## src/rtl/div_unit_pkg.sv

```systemverilog
// Shared definitions for the EX-stage radix-2 restoring divider:
// FSM state encodings and the result-width helper.
package div_unit_pkg;

  // FSM encodings, kept as plain constants so legacy code can compare raw bits.
  localparam logic [1:0] DIV_FREE    = 2'd0;
  localparam logic [1:0] DIV_BY_ZERO = 2'd1;
  localparam logic [1:0] DIV_ON      = 2'd2;
  localparam logic [1:0] DIV_END     = 2'd3;

  typedef logic [1:0] divState_t;

  // The result packs {remainder, quotient}, so it is twice the operand width.
  function automatic int divResultWidth(input int dataW);
    return 2 * dataW;
  endfunction

endpackage

```

## src/rtl/div_unit_if.sv

```systemverilog
// Pipeline-side connection of the divider: request, operands, flush/stall controls and result.
interface div_unit_if #(
  parameter int DATA_W = 32
) ();
  import div_unit_pkg::*;

  // Handshake: the EX stage raises start_i (isdivE & ~ready_o) and keeps the
  // operands on the bus; only the cycle in which the divider is idle samples
  // them. ready_o marks the cycle(s) where result_o is valid; it is a
  // registered flag, stays high while hold_i is set, and drops the cycle after
  // hold_i is released. annul_i overrides everything and discards the operation.
  logic                              start_i;
  logic                              signed_i;
  logic [DATA_W-1:0]                 opa_i;
  logic [DATA_W-1:0]                 opb_i;
  logic                              annul_i;
  logic                              hold_i;
  logic [divResultWidth(DATA_W)-1:0] result_o;
  logic                              ready_o;

  modport master (
    output start_i, signed_i, opa_i, opb_i, annul_i, hold_i,
    input  result_o, ready_o
  );

  modport slave (
    input  start_i, signed_i, opa_i, opb_i, annul_i, hold_i,
    output result_o, ready_o
  );

endinterface

```

## src/rtl/div_unit_step.sv

```systemverilog
// One restoring shift-subtract iteration: shift the next dividend bit into the
// partial remainder, subtract the divisor, keep the difference if it did not borrow.
module div_unit_step #(
  parameter int DATA_W = 32
) (
  input  logic [DATA_W:0]   remIn,
  input  logic [DATA_W-1:0] quoIn,
  input  logic [DATA_W-1:0] divisor,
  output logic [DATA_W:0]   remOut,
  output logic [DATA_W-1:0] quoOut
);

  logic [DATA_W+1:0] shifted;
  logic [DATA_W+1:0] diff;
  logic              borrow;

  always_comb begin
    shifted = {remIn, quoIn[DATA_W-1]};
    diff    = shifted - {2'b00, divisor};
    borrow  = diff[DATA_W+1];
    remOut  = borrow ? shifted[DATA_W:0] : diff[DATA_W:0];
    quoOut  = {quoIn[DATA_W-2:0], ~borrow};
  end

endmodule

```

## src/rtl/div_unit.sv

```systemverilog
// Multi-cycle radix-2 restoring divider for DIV/DIVU in the EX stage.
// Produces {remainder, quotient}; flushable by exceptions and held by downstream stalls.
module div_unit
  import div_unit_pkg::*;
#(
  parameter int DATA_W = 32,
  parameter int CNT_W  = 6
) (
  input  logic       clk,
  input  logic       rst,
  div_unit_if.slave  bus,
  output divState_t  dbgState
);

  localparam logic [CNT_W-1:0] LAST_CNT = CNT_W'(DATA_W - 1);

  divState_t             state;
  logic [CNT_W-1:0]      cnt;
  logic [DATA_W:0]       rem;
  logic [DATA_W:0]       remNext;
  logic [DATA_W-1:0]     quo;
  logic [DATA_W-1:0]     quoNext;
  logic [DATA_W-1:0]     divisor;
  logic                  signA;
  logic                  signB;
  logic [2*DATA_W-1:0]   resultQ;
  logic [DATA_W-1:0]     absOpA;
  logic [DATA_W-1:0]     absOpB;
  logic                  divZero;
  logic                  lastStep;

  // Two's-complement negate when requested; used for abs on entry and fix-up on exit.
  function automatic logic [DATA_W-1:0] condNeg(input logic neg, input logic [DATA_W-1:0] v);
    return neg ? (~v + DATA_W'(1)) : v;
  endfunction

  always_comb begin
    absOpA   = condNeg(bus.signed_i & bus.opa_i[DATA_W-1], bus.opa_i);
    absOpB   = condNeg(bus.signed_i & bus.opb_i[DATA_W-1], bus.opb_i);
    divZero  = (bus.opb_i == '0);
    lastStep = (state == DIV_ON) && (cnt == LAST_CNT);
  end

  div_unit_step #(
    .DATA_W (DATA_W)
  ) u_step (
    .remIn   (rem),
    .quoIn   (quo),
    .divisor (divisor),
    .remOut  (remNext),
    .quoOut  (quoNext)
  );

  // Control FSM; annul_i wins over every other condition, including a fresh start_i.
  always_ff @(posedge clk) begin
    if (rst) begin
      state <= DIV_FREE;
    end else if (bus.annul_i) begin
      state <= DIV_FREE;
    end else begin
      case (state)
        DIV_FREE: begin
          if (bus.start_i) state <= divZero ? DIV_BY_ZERO : DIV_ON;
        end
        DIV_BY_ZERO: state <= DIV_END;
        DIV_ON: begin
          if (lastStep) state <= DIV_END;
        end
        DIV_END: begin
          if (!bus.hold_i) state <= DIV_FREE;
        end
        default: state <= DIV_FREE;
      endcase
    end
  end

  // Datapath: operands are captured only on acceptance, so later bus changes are ignored.
  always_ff @(posedge clk) begin
    if (rst) begin
      cnt     <= '0;
      rem     <= '0;
      quo     <= '0;
      divisor <= '0;
      signA   <= 1'b0;
      signB   <= 1'b0;
      resultQ <= '0;
    end else if (bus.annul_i) begin
      cnt <= '0;
    end else begin
      case (state)
        DIV_FREE: begin
          if (bus.start_i) begin
            cnt     <= '0;
            rem     <= '0;
            quo     <= absOpA;
            divisor <= absOpB;
            signA   <= bus.signed_i & bus.opa_i[DATA_W-1];
            signB   <= bus.signed_i & bus.opb_i[DATA_W-1];
          end
        end
        DIV_ON: begin
          rem <= remNext;
          quo <= quoNext;
          cnt <= cnt + CNT_W'(1);
          // Quotient sign is the XOR of operand signs; remainder follows the dividend.
          if (lastStep) begin
            resultQ <= {condNeg(signA, remNext[DATA_W-1:0]), condNeg(signA ^ signB, quoNext)};
          end
        end
        DIV_BY_ZERO: begin
          // quo still holds |dividend|; re-applying its sign restores the original operand.
          resultQ <= {condNeg(signA, quo), {DATA_W{1'b1}}};
        end
        default: ;
      endcase
    end
  end

  assign bus.ready_o  = (state == DIV_END);
  assign bus.result_o = resultQ;
  assign dbgState     = state;

endmodule

```

## src/flat_wrapper.sv

```systemverilog
// flat-port wrapper written by rule: the top's interface ports become plain ports
module div_unit_flat import div_unit_pkg::*;
#(
  parameter int DATA_W = 32,
  parameter int CNT_W  = 6
)
  (clk, rst, dbgState, bus_start_i, bus_signed_i, bus_opa_i, bus_opb_i, bus_annul_i, bus_hold_i, bus_result_o, bus_ready_o);
  div_unit_if #(.DATA_W(DATA_W)) bus_i ();
  input  logic clk;
  input  logic rst;
  output divState_t dbgState;
  input wire logic [$bits(bus_i.start_i)-1:0] bus_start_i;
  input wire logic [$bits(bus_i.signed_i)-1:0] bus_signed_i;
  input wire logic [$bits(bus_i.opa_i)-1:0] bus_opa_i;
  input wire logic [$bits(bus_i.opb_i)-1:0] bus_opb_i;
  input wire logic [$bits(bus_i.annul_i)-1:0] bus_annul_i;
  input wire logic [$bits(bus_i.hold_i)-1:0] bus_hold_i;
  output wire logic [$bits(bus_i.result_o)-1:0] bus_result_o;
  output wire logic [$bits(bus_i.ready_o)-1:0] bus_ready_o;
  assign bus_i.start_i = bus_start_i;
  assign bus_i.signed_i = bus_signed_i;
  assign bus_i.opa_i = bus_opa_i;
  assign bus_i.opb_i = bus_opb_i;
  assign bus_i.annul_i = bus_annul_i;
  assign bus_i.hold_i = bus_hold_i;
  assign bus_result_o = bus_i.result_o;
  assign bus_ready_o = bus_i.ready_o;
  div_unit #(.DATA_W(DATA_W), .CNT_W(CNT_W)) u_core (.clk(clk), .rst(rst), .bus(bus_i), .dbgState(dbgState));
endmodule
```

## config.mk

```make
export PLATFORM = sky130hd
export DESIGN_NAME = div_unit_flat
export DESIGN_NICKNAME = d
export VERILOG_FILES = /design/src/rtl/div_unit_pkg.sv /design/src/rtl/div_unit_if.sv /design/src/rtl/div_unit_step.sv /design/src/rtl/div_unit.sv /design/src/flat_wrapper.sv
export SDC_FILE = /design/constraint.sdc
export NUM_CORES = 1
export LEC_CHECK = 0
export ABC_CLOCK_PERIOD_IN_PS = 7700
export CAP_MARGIN = 20
export CORE_UTILIZATION = 35
export CTS_BUF_LIST = sky130_fd_sc_hd__clkbuf_4 sky130_fd_sc_hd__clkbuf_8 sky130_fd_sc_hd__clkbuf_16
export DETAILED_ROUTE_END_ITERATION = 10
export DONT_BUFFER_PORTS = 1
export SLEW_MARGIN = 5
export SYNTH_ARGS = -nofsm -noshare
export SYNTH_HDL_FRONTEND = slang
export SYNTH_SLANG_ARGS = --single-unit
```

## constraint.sdc

```tcl
create_clock -name clk -period 7.7 [get_ports clk]
set_input_delay 1.54 -clock clk [delete_from_list [all_inputs] [get_ports clk]]
set_output_delay 1.54 -clock clk [all_outputs]
set_load 0.01 [all_outputs]
```

==> key figures, run 1 <==
Critical path
  – CP endpoint kind: register
  – Data required, critical path: 8070 ps
  – Critical Path Most Common Cell: a21oi_1
  – CP arrival: 6360 ps
  – Critical path startpoint category: register
  – Max incr delay on CP: roughly 700 ps
  – Worst setup path class: register to register
  – Critical path fanouts, max: 19
  – CP Cell Sequence: ha_1, and2_1, and3_1, a221o_1, a21oi_1, o21ai_1, nor3_4, nor2_4, inv_2, nor2_1, a21oi_1, ha_1, inv_1, nor4_1, nand3_1, or4b_1, nor4b_2, a31oi_1, nor4b_4, nand4b_1, a21oi_1, o21ai_1
  – Crit-path slowest cell: nor3_4

Floorplan
  – Die area: 0.03902 mm2
  – Initial Util: 35.53%
  – Die width: approximately 200 um
  – # rows: 71
  – Core area: 0.03767 mm2
  – IO Count: between 100 and 150
  – Die span in y: 197.5 um

Global routing
  – Initial antenna violation count: 0
  – Vias in the first global route: 12490
  – First-pass GRT wire length: between 70000 and 80000 um
  – Total track usage: around a quarter
  – Grt total ovfl: 0
  – Largest net degree at the start of global routing: 162

CTS
  – CTS tree: yes
  – Worst skew pair latency: 470 ps
  – Clock transition at path regs: 80 ps
  – Hold buffer count at cts: 0
  – CTS H-tree depth: 4
  – Post-CTS Setup Bufs: 0
  – Number of CTS-inserted buffers: 17
  – Clk sink count: 171
  – Max clock buf depth: 2
  – CTS Root Cell: clkbuf_16
  – CTS resizes: 0

Synthesis
  – Synth top area share: between 20% and 30%
  – Post-Syn Instances: 1873
  – Ys flop type: dfxtp_1
  – EDFF count, synth: 0
  – Asr flop ratio synth: 0%
  – Yosys warns: 0
  – Synth area leader: dfxtp_1
  – Syn_nets: 1986
  – Syn_area_per_cell: 7.145 um2
  – Synth Cell Area: between 0.01 and 0.015 mm2
  – Area contributors post-synth: dfxtp_1 26%, nor2_1 6.7%, nand2_1 6.0%, a21oi_1 5.3%, o21ai_0 4.8%
  – Post-synthesis sequential area ratio: around a quarter
  – Yosys cell types: 89
  – Yosys reg bits: 171

Power
  – Sequential Power Share: 38.0%
  – Maximum VDD drop: roughly 0.14 mV
  – Clock power share: a little over a third
  – P_sw: ~0.001 W
  – PD cells: 187.1 mW/mm2
  – Switching Fraction: 36.61%
  – P_leak: approximately 5.1 nW
  – Pint: 0.001685 W
  – Combinational share of power: 26.9%

Detailed routing
  – DRC: 0
  – WL/cell: 20.42 um
  – DR pass1 iterations: 7
  – Final ANT Viol Nets: 0
  – Initial DRC count: around 1400
  – Drt via density: 5.954
  – DR vias: 13610
  – Total wire length: 46660 um

STA
  – Pins Over Slew Limit: 0
  – Max Fclk: 0.1670 GHz
  – Setup TNS: 0 ps
  – Worst hold margin: 499.5 ps
  – Final setup fails: 0
  – Pin slew with the least headroom to its limit: 1077 ps
  – Final hold vios: 0
  – Fin crit share: 77.76%
  – Tmin final: 5987 ps
  – Max Clock Skew: 15.75 ps
  – Slew HR: 28.11%
  – RSZ-0062 raised after global routing: no

Cells and area
  – Nets: 1874
  – Share of layout cells above drive strength 1: 4.848%
  – Fin cells: 2285
  – Final non-filler cell area: around 0.014 mm2
  – Area Growth Syn to Fin: 6.152%
  – Fillers: 4070
  – Most common cell after layout, fill and taps aside: nor2_1
  – Layout Utilization: 37.72%
  – Area of the multi-input gates: 0.009178 mm2
  – Most frequent cells in the layout: 235 x nor2_1, 214 x nand2_1, 171 x dfxtp_1
  – Antenna cells: 0
  – Sequential cell area: between 0.003 and 0.004 mm2

Flow run
  – Max Cap Viol: 0

Placement
  – Hpwl dp: 35200 um
  – Dpl cells: around 2300
  – IO buf count: 0
  – Routability cong.: 0.9400
  – Placed cell area: 0.01357 mm2

Min path
  – Hold Crit Class: register to register

Status
  – Status: finished clean
worst max-delay path: cells and delay by family, from the launching register on:
family / cells / cell delay, ps
AO/OA/AOI/OAI: 7 / 1360
adder cells (fa/ha/maj): 2 / 630
flip-flops: 1 / 430
buffers and inverters: 2 / 180
AND/OR/NAND/NOR: 11 / 3270
state kept, by name, summed over array words and instances, names as in the netlist:
| signal | count |
|---|---|
| u_core.signA | 1 |
| u_core.signB | 1 |
| u_core.divisor | 32 |
| u_core.bus.result_o | 64 |
| u_core.cnt | 6 |
| u_core.quo | 32 |
| u_core.rem | 33 |
| u_core.dbgState | 2 |
power by group through the flow:
stage / combinational (W) / clock, W / sequential (W)
floorplan: 0.000566 / 0 / 0.000981
global placement: 0.000697 / 0 / 0.00103
detailed placement: 0.000702 / 0 / 0.00103
CTS: 0.000705 / 0.000944 / 0.00101
global route: 0.000789 / 0.000976 / 0.00102
finish: 0.000715 / 0.000934 / 0.00101
synth_stat cells, types with 42 or more instances:
cell and instances:
a211oi_1 69, inv_1 61, dfxtp_1 171, nor3_1 49, a21oi_1 141, nand2_1 214, xnor2_1 50, xor2_1 65
ha_1 42, o21ai_0 128, nor2_1 239, clkbuf_1 124
logic make-up after synthesis:
kind of cell | after synthesis | share of synthesized area, %
DFF | 171 | 25.58
muxes | 41 | 3.328
adders and majority gates | 43 | 4.076
xor gates and xnor gates | 115 | 7.526
AOI/OAI and AO/OA | 582 | 28.24
buffers and inverters | 207 | 6.002
and+or+nand+nor | 714 | 25.24
per-stage QoR:
stage          setup slack [ps]  power [W]
6_report                   1713   0.002658
5_1_grt                    1339   0.002780
4_1_cts                    1859   0.002656
3_5_place_dp               1864   0.001730
3_3_place_gp               2015   0.001724
2_1_floorplan              2290   0.001547
path summary, 6_finish.rpt:
| path | slack (ps) | to | depth (start not counted) | start |
|---|---|---|---|---|
| worst max-delay path | 1710 | u_core.bus.result_o[62] | 22 | u_core.rem[23] |
| worst min-delay path | 500 | u_core.divisor[8] | 2 | u_core.divisor[8] |
| worst max register to register | 1710 | u_core.bus.result_o[62] | 22 | u_core.rem[23] |
| worst min register to register | 500 | u_core.divisor[8] | 2 | u_core.divisor[8] |
per-layer routing:
metal  global-route usage [%]  share of wire, %  vias up
li1                         -                 -     6594
met1                    31.66                45     6412
met2                    36.41                44      494
met3                    6.044               8.2      105
met4                    9.073               3.1        0
met5                        0                 0        -
layout make-up:
type	instances	share of cell area, %
clock buffers	18	3.091
multi-input cells	1495	64.60
clock inverters	14	1.268
inverters	63	1.665
repair buffers	13	0.7751
flip-flops and latches	171	24.10
well taps	511	4.501
Note: power is estimated with default switching activity, not from simulation.
==> run 2, diff against run 1 <==
Settings changed: ABC_CLOCK_PERIOD_IN_PS 7700 to 5090.
Clock period 7.7 ns to 5.09 ns, I/O delays scaled along.
==> run 2 against run 1 <==
Against the previous run: hold slack got worse by 19 ps; via count up 1.9%; clock power rose by 48%; wire length increased by 2.4%; core utilization increased by 1.3 points; die area is the same; first-iteration DRC count down 5.7%; maximum frequency up 22%; global-route usage grew 0.58 points; critical path depth shrank 1; register-to-register slack worse by 1500 ps; clock skew down 0.74 ps; critical path type unchanged; largest cell class unchanged.
==> key figures, run 2 (same netlist as run 1, synthesis figures left out) <==
Status
  – Status: finished clean (unchanged)

STA
  – Slew HR: 29.99% (was 28.11%)
  – Max Clock Skew: 15.01 ps (was 15.75 ps)
  – RSZ-0062 raised after global routing: no (unchanged)
  – Fin crit share: 96.25% (was 77.76%)
  – Pins Over Slew Limit: 0 (unchanged)
  – Final setup fails: 0 (unchanged)
  – Max Fclk: 0.2041 GHz (was 0.1670 GHz)
  – Final hold vios: 0 (unchanged)
  – Setup TNS: 0 ps (unchanged)
  – Pin slew with the least headroom to its limit: 1049 ps (was 1077 ps)
  – Tmin final: 4899 ps (was 5987 ps)

Power
  – Maximum VDD drop: 0.1808 mV (was 0.1367 mV)
  – PD cells: 275.9 mW/mm2 (was 187.1 mW/mm2)
  – P_leak: 5.359 nW (was 5.072 nW)

Cells and area
  – Max reg flops: 64 (unchanged)
  – Area Growth Syn to Fin: 9.920% (was 6.152%)
  – Fillers: 4015 (was 4070)
  – Most frequent cells in the layout: 235 x nor2_1, 214 x nand2_1, 169 x dfxtp_1 (was 235 x nor2_1, 214 x nand2_1, 171 x dfxtp_1)
  – Share of layout cells above drive strength 1: 8.470% (was 4.848%)
  – Final non-filler cell area: 0.01471 mm2 (was 0.01421 mm2)
  – Nets: 1930 (was 1874)
  – Antenna cells: 0 (unchanged)
  – Most common cell after layout, fill and taps aside: nor2_1 (unchanged)

Floorplan
  – IO Count: 137 (unchanged)
  – Die area: 0.03902 mm2 (unchanged)
  – Die span in y: 197.5 um (unchanged)
  – Core area: 0.03767 mm2 (unchanged)
  – Initial Util: 35.53% (unchanged)
  – # rows: 71 (unchanged)
  – Die width: 197.5 um (unchanged)

CTS
  – CTS H-tree depth: 4 (unchanged)
  – Max clock buf depth: 2 (unchanged)
  – Clock transition at path regs: 80 ps (about the same)
  – CTS tree: yes (unchanged)
  – Number of CTS-inserted buffers: 17 (unchanged)
  – Clk sink count: 171 (unchanged)
  – Hold buffer count at cts: 0 (unchanged)
  – Worst skew pair latency: 470 ps (about the same)
  – CTS Root Cell: clkbuf_16 (unchanged)

Global routing
  – Grt total ovfl: 0 (unchanged)
  – Total track usage: 24.30% (was 23.72%)
  – Largest net degree at the start of global routing: 162 (unchanged)
  – Vias in the first global route: 12770 (was 12490)
  – Initial antenna violation count: 0 (unchanged)
  – First-pass GRT wire length: 73910 um (was 72040 um)

Critical path
  – Worst setup path class: register to register (unchanged)
  – Crit-path leading delay family: simple AND/OR/NAND/NOR gates (unchanged)
  – Max incr delay on CP: 550 ps (was 710 ps)
  – CP arrival: 5260 ps (was 6360 ps)
  – Data required, critical path: 5450 ps (was 8070 ps)
  – Critical path fanouts, max: 6 (was 19)
  – CP endpoint kind: register (unchanged)
  – Critical path startpoint category: register (unchanged)
  – Crit-path slowest cell: or4b_4 (was nor3_4)
  – CP bufs+invs: 2 (unchanged)
  – CP Cell Sequence: inv_1, ha_4, a211oi_4, nor2_1, o31a_1, a21o_1, o2111a_2, o21a_1, nor2_4, mux2i_2, ha_2, inv_1, nor4_4, nand3_2, or4b_4, nor4b_4, a31oi_4, nor4b_4, nand4b_1, a21oi_1, o21ai_1 (was ha_1, and2_1, and3_1, a221o_1, a21oi_1, o21ai_1, nor3_4, nor2_4, inv_2, nor2_1, a21oi_1, ha_1, inv_1, nor4_1, nand3_1, or4b_1, nor4b_2, a31oi_1, nor4b_4, nand4b_1, a21oi_1, o21ai_1)

Detailed routing
  – Total wire length: 47770 um (was 46660 um)
  – Final ANT Viol Nets: 0 (unchanged)
  – WL/cell: 20.40 um (was 20.42 um)
  – DRC: 0 (unchanged)
  – Drt via density: 5.924 (was 5.954)
  – DR pass1 iterations: 8 (was 7)
  – DR vias: 13870 (was 13610)
  – Initial DRC count: 1284 (was 1362)

Placement
  – Routability cong.: 0.9178 (was 0.9400)
  – Hpwl dp: 36290 um (was 35200 um)
  – IO buf count: 0 (unchanged)
  – Placed cell area: 0.01403 mm2 (was 0.01357 mm2)

Flow run
  – Max Cap Viol: 0 (unchanged)

Min path
  – Hold Crit Class: register to register (unchanged)
run 2: through the flow:
stage / worst slack, ps / hold slack (ps) / util [%] / std cells / power [W]
2_1_floorplan: 77.22 / 449.6 / - / 1873 / 0.002349
3_3_place_gp: 143.0 / 460.1 / 37.24 / 2306 / 0.002659
3_5_place_dp: -6.981 / 470.0 / 37.24 / 2306 / 0.002672
4_1_cts: 0.8473 / 483.0 / 38.87 / 2338 / 0.004049
5_1_grt: 6.294 / 496.5 / 39.05 / 2341 / 0.004250
6_report: 190.8 / 480.3 / 39.05 / 2341 / 0.004059
run 2: area by class of cell:
cell class / count / area (um2) / share of cell area (%)
Inverter: 63 / 236.5 / 1.608
Clock inverter: 14 / 170.2 / 1.157
Clock buffer: 18 / 439.2 / 2.985
Multi-Input combinational cell: 1495 / 9269 / 63.01
Timing Repair Buffer: 69 / 530.5 / 3.606
Tap cell: 511 / 639.4 / 4.346
Sequential cell: 171 / 3426 / 23.29
run 2: report_power, final:
part | switching (W) | internal, W
Clock | 0.000664 | 0.000717
Combinational | 0.000730 | 0.000424
Sequential | 0.000115 | 0.00141
Total | 0.00151 | 0.00255
run 2: metal layers:
metal | track usage [%] | share of wire, % | vias up
met3 | 5.037 | 7.4 | 67
met5 | 0 | 0 | -
met4 | 8.441 | 2.4 | 0
li1 | - | - | 6695
met2 | 37.34 | 45 | 460
met1 | 33.43 | 45 | 6646
run 2: worst register-to-register path: stages, from the launching register on:
cell and delay [ps]:
dfxtp_1 330, inv_1 70, ha_4 270, a211oi_4 260, nor2_1 100, o31a_1 320, a21o_1 220, o2111a_2 290
o21a_1 220, nor2_4 210, mux2i_2 280, ha_2 220, inv_1 80, nor4_4 180, nand3_2 140, or4b_4 550
nor4b_4 280, a31oi_4 110, nor4b_4 310, nand4b_1 130, a21oi_1 170, o21ai_1 70
run 2: path summary, 6_finish.rpt:
path | depth (start not counted) | start | slack [ps] | end
max | 21 | u_core.divisor[6] | 190 | u_core.bus.result_o[62]
min | 2 | u_core.divisor[31] | 480 | u_core.divisor[31]
max reg2reg | 21 | u_core.divisor[6] | 190 | u_core.bus.result_o[62]
min reg2reg | 2 | u_core.divisor[31] | 480 | u_core.divisor[31]
run 2: repair_timing:
item,in CTS,in global routing
endpoints found under the setup margin,2,7
gates resized for setup,1,7
pin swaps,1,7
setup buffers,0,2
==> RTL edit 1: new RTL, config.mk and constraints of run 1 <==
`CNT_W` is set to 6 in 2 places; all go to 8.
--- a/src/rtl/div_unit.sv
+++ b/src/rtl/div_unit.sv
@@ -4,7 +4,7 @@
   import div_unit_pkg::*;
 #(
   parameter int DATA_W = 32,
-  parameter int CNT_W  = 6
+  parameter int CNT_W  = 8
 ) (
   input  logic       clk,
   input  logic       rst,
--- a/src/flat_wrapper.sv
+++ b/src/flat_wrapper.sv
@@ -2,7 +2,7 @@
 module div_unit_flat import div_unit_pkg::*;
 #(
   parameter int DATA_W = 32,
-  parameter int CNT_W  = 6
+  parameter int CNT_W  = 8
 )
   (clk, rst, dbgState, bus_start_i, bus_signed_i, bus_opa_i, bus_opb_i, bus_annul_i, bus_hold_i, bus_result_o, bus_ready_o);
   div_unit_if #(.DATA_W(DATA_W)) bus_i ();
Behaviour: same outputs for any inputs over 4 cycles, from zero or initial values and one cycle with rst high; that may be too few to reach the edited logic, so the function may still have changed.
==> RTL edit 1 against run 1 <==
- final area down 0.19%
- routed wire length shrank 1.8%
- total power shrank 7.8%
- sequential cell count is 2 higher
- critical path depth shrank 4
- area after synthesis down 0.21%
- core utilization barely moved
- setup slack improved by 0.17 ns
- critical endpoint is now u_core.bus.result_o[58]
- largest cell class unchanged
==> RTL edit 1: results (changes against run 1) <==
** Drt
- Metal3 WL :: 2.827 mm (was 3.836 mm)
- The routed length on met1 was 19.91 mm (was 21.02 mm).
- The overall routed net length came to 45.84 mm (was 46.66 mm).
- Number of vias per cell after detailed routing :: 5.938 (was 5.954)
- DR WL/cell :: 20.43 um (was 20.42 um)
- Number of DRC violations after detailed-routing iteration 0 :: 1137 (was 1362)

** Outcome
- Outcome: completed (unchanged).

** Cells and area
- Fraction of layout cells with a size suffix above 1 :: 5.889% (was 4.848%)
- The number of filler cells placed in the layout was 3917 (was 4070).
- The number of nets in the finished design was 1835 (was 1874).

** Power
- Total power after layout :: 0.002450 W (was 0.002658 W)

** Placement
- Cell count after placement :: 2213 (was 2252)
- The HPWL reported at the end of detailed placement is 34.04 mm (was 35.20 mm).

** Yosys
- Post-synth top cells: sky130_fd_sc_hd__nor2_1, sky130_fd_sc_hd__nand2_1, sky130_fd_sc_hd__dfxtp_1 (unchanged).
- Syn_nets :: 1943 (was 1986)
- The distinct cell type count of the synthesized netlist came to 98 (was 89).
- Synth top area cells: sky130_fd_sc_hd__dfxtp_1, sky130_fd_sc_hd__nor2_1, sky130_fd_sc_hd__nand2_1 (unchanged).
- The mean area per synthesized cell is 7.298 sq um (was 7.145 sq um).
- Sequential-to-total area share from yosys stat :: 25.93% (was 25.58%)

** Clocking
- The clock latency at the later pin of the worst-skew pair was 0.45 ns (was 0.47 ns).

** Setup path
- Crit path DAT :: 6.12 ns (was 6.36 ns)
- The capturing instance or port of the critical path was u_core.bus.result_o[58] (was u_core.bus.result_o[62]).

** Min path
- The startpoint of the lowest-slack hold path is u_core.divisor[31] (was u_core.divisor[8]).
- Endpoint, Worst Hold :: u_core.divisor[31] (was u_core.divisor[8])

** Global route
- The via count of the first global-routing pass came to 12510 (was 12490).
- First-pass GRT wire length :: 71.87 mm (was 72.04 mm)
- The global-route usage over all layers came to 23.56% (was 23.72%).
RTL edit 1: changes by cell type after synthesis, sizes merged, moves of 11 or more:
| cell | run 1 | this run |
|---|---|---|
| a211oi | 70 | 50 |
| nor2 | 240 | 229 |
| o21ai | 150 | 124 |
| o22ai | 6 | 38 |
| or3 | 34 | 18 |
| xnor2 | 50 | 63 |
RTL edit 1: routing by layer:
layer  track usage, %  vias to the layer above
met4            11.17                        0
met5                0                        -
met2            37.73                      509
li1                 -                     6431
met1            30.41                     6282
met3            4.388                       97
RTL edit 1: cell families after synthesis:
group                      count (synthesis)  synth area share [%]
AOI/OAI and AO/OA                        568                 28.81
xor gates and xnor gates                 130                 8.525
adders and majority gates                 43                 4.085
buffers and inverters                    204                 5.986
DFF                                      173                 25.93
muxes                                     36                 2.904
and+or+nand+nor                          676                 23.76
RTL edit 1: where the power goes:
group | internal, W | switching, W | leakage, nW | total (W)
Combinational | 0.000189 | 0.000348 | 3.44 | 0.000537
Sequential | 0.000930 | 0.0000518 | 1.41 | 0.000981
Clock | 0.000542 | 0.000389 | 0.292 | 0.000931
Total | 0.00166 | 0.000789 | 5.14 | 0.00245
RTL edit 1: worst max-delay path: cells and delay by family, from the launching register on:
family	cells	cell delay [ns]
AOI/OAI and AO/OA	7	1.88
adders and majority gates	2	0.73
DFF	1	0.38
muxes	1	0.30
and+or+nand+nor	8	2.37
RTL edit 1: cell type report:
type,instances,area [sq um],area share [%]
multi-input combinational,1453,9128,64.38
sequential,173,3463,24.43
tap,511,639.4,4.509
clock buffer,17,425.4,3.000
inverter,64,240.2,1.694
clock inverter,12,187.7,1.324
timing repair buffer,13,95.09,0.6707
==> RTL edit 2: new RTL, config.mk and constraints of run 1 <==
Made on the original files. Put one more register stage on the output `dbgState`. The value now appears one clock later. The other outputs are not delayed to match.
--- a/src/rtl/div_unit.sv
+++ b/src/rtl/div_unit.sv
@@ -118,7 +118,9 @@
 
   assign bus.ready_o  = (state == DIV_END);
   assign bus.result_o = resultQ;
-  assign dbgState     = state;
+  always_ff @(posedge clk) begin
+    dbgState <= state;
+  end
 
 endmodule
 
Formal check against the unedited RTL: not equivalent (Yosys sat finds a counterexample within 4 cycles, from zero or initial values and one cycle with rst high).
==> RTL edit 2 against run 1 <==
- final cell count decreased by 0.83%
- non-clock buffer count decreased by 1
- total power increased by 0.51%
- via count decreased by 2.4%
- maximum frequency decreased by 0.33%
- sequential cell count increased by 2
- area after synthesis decreased by 0.22%
- final area decreased by 0.67%
- routed wire length decreased by 3.5%
- synthesized cell count decreased by 1.3%
- critical path depth decreased by 4
- setup slack got worse by 0.020 ns
- critical endpoint is now u_core.bus.result_o[54]
==> RTL edit 2: results (changes against run 1) <==
** Outcome
- Outcome: completed (unchanged).

** Power
- Leakage :: 5.110 nW (was 5.072 nW)
- The worst vdd rail ir drop is 174.4 uV (was 136.7 uV).

** Setup path
- The start point of the critical path is u_core.divisor[6] (was u_core.rem[23]).
- Critical R2R Launch :: u_core.divisor[6] (was u_core.rem[23])
- The maximum fanout along the worst path came to 48 (was 19).
- The worst-path cell with the longest stage delay was sky130_fd_sc_hd__o21ai_0 (was sky130_fd_sc_hd__nor3_4).
- The cell type group with the largest total delay on the critical path is compound AO/OA/AOI/OAI gates (was simple AND/OR/NAND/NOR gates).
- Crit path DAT :: 6.39 ns (was 6.36 ns)

** Min path
- The startpoint of the lowest-slack hold path is u_core.state[0] (was u_core.divisor[8]).

** Yosys
- Post-synth top cells :: sky130_fd_sc_hd__nor2_1, sky130_fd_sc_hd__nand2_1, sky130_fd_sc_hd__dfxtp_1 (unchanged)
- Proportion of synthesized area in mux cells :: 3.889% (was 3.328%)
- Synthesized area per cell :: 7.222 sq um (was 7.145 sq um)
- The net count after synthesis came to 1962 (was 1986).
- The area fraction in compound gates after synthesis is 27.19% (was 28.24%).
- The xor/xnor cell area share of the yosys netlist came to 7.805% (was 7.526%).
- Fraction of the mapped netlist area in adder cells :: 4.085% (was 4.076%)

** Placement
- The total cell area at the placement stage is 13500 sq um (was 13570 sq um).
- The HPWL reported at the end of detailed placement is 33.63 mm (was 35.20 mm).
- RD Place Congestion :: 0.9170 (was 0.9400)

** Drt
- The violation count after the first detailed-routing iteration is 1326 (was 1362).
- First-pass iteration count of the detailed router :: 5 (was 7)
- Routed met1 length :: 19.66 mm (was 21.02 mm)
- Number of vias per cell after detailed routing :: 5.859 (was 5.954)
- The average wire length per cell after detail routing was 19.88 um (was 20.42 um).
- The met2 wire length is 21.06 mm (was 20.37 mm).

** Global route
- Global-route usage over all layers :: 22.95% (was 23.72%)
- The via count of the first global-routing pass was 12540 (was 12490).
- Grt met2 use :: 37.98% (was 36.41%)
- The global-route met3 utilization came to 4.388% (was 6.044%).
- The met1 routing resource usage after global routing came to 29.41% (was 31.66%).

** STA
- The clock skew after layout came to 0.01662 ns (was 0.01575 ns).

** Cells and area
- The number of nets in the finished design was 1855 (was 1874).
- Fraction of layout cells with a size suffix above 1 :: 5.584% (was 4.848%)
## RTL edit 2: cell count changes after synthesis, sizes merged, moves of 8 or more
cell | before | now
a211oi | 70 | 45
a21o | 24 | 11
buf | 19 | 30
clkbuf | 125 | 107
mux2 | 8 | 16
nand2 | 214 | 225
nor2 | 240 | 258
nor3 | 50 | 60
o21ai | 150 | 110
o22ai | 6 | 36
or3 | 34 | 20
xnor2 | 50 | 72
xor2 | 65 | 47
## RTL edit 2: final timing paths
kind	to	slack (ns)	depth (start not counted)
max	u_core.bus.result_o[54]	1.69	18
min	u_core.dbgState[0]	0.42	0
max reg2reg	u_core.bus.result_o[54]	1.69	18
min reg2reg	u_core.dbgState[0]	0.42	0
## RTL edit 2: power by group
part,internal (W),total (W),switching [W]
clock,0.000509,0.000929,0.000420
combinational,0.000256,0.000718,0.000461
sequential,0.000944,0.00103,0.0000807
total,0.00171,0.00267,0.000962
## RTL edit 2: logic make-up after synthesis
group | after synthesis
buf+inv | 202
mux | 47
simple gates | 719
flops | 173
xor+xnor | 119
fa+ha+maj | 43
compound gates | 546
## RTL edit 2: stage by stage
stage	hold WS, ns	worst slack (ns)	util, %	total power [W]
floorplan	0.3718	2.733	-	0.001577
global placement	0.4132	2.083	35.89	0.001739
detailed placement	0.4211	1.841	35.93	0.001748
CTS	0.4295	1.810	37.55	0.002673
global route	0.4475	1.195	37.55	0.002799
finish	0.4240	1.693	37.55	0.002672
## RTL edit 2: cell type report
cell class | instances | area [sq um]
Clock buffer | 20 | 460.4
Clock inverter | 12 | 147.6
Fill cell | 3893 | 23470
Inverter | 64 | 240.2
Multi-Input combinational cell | 1474 | 9062
Sequential cell | 173 | 3463
Tap cell | 511 | 639.4
Timing Repair Buffer | 12 | 97.59
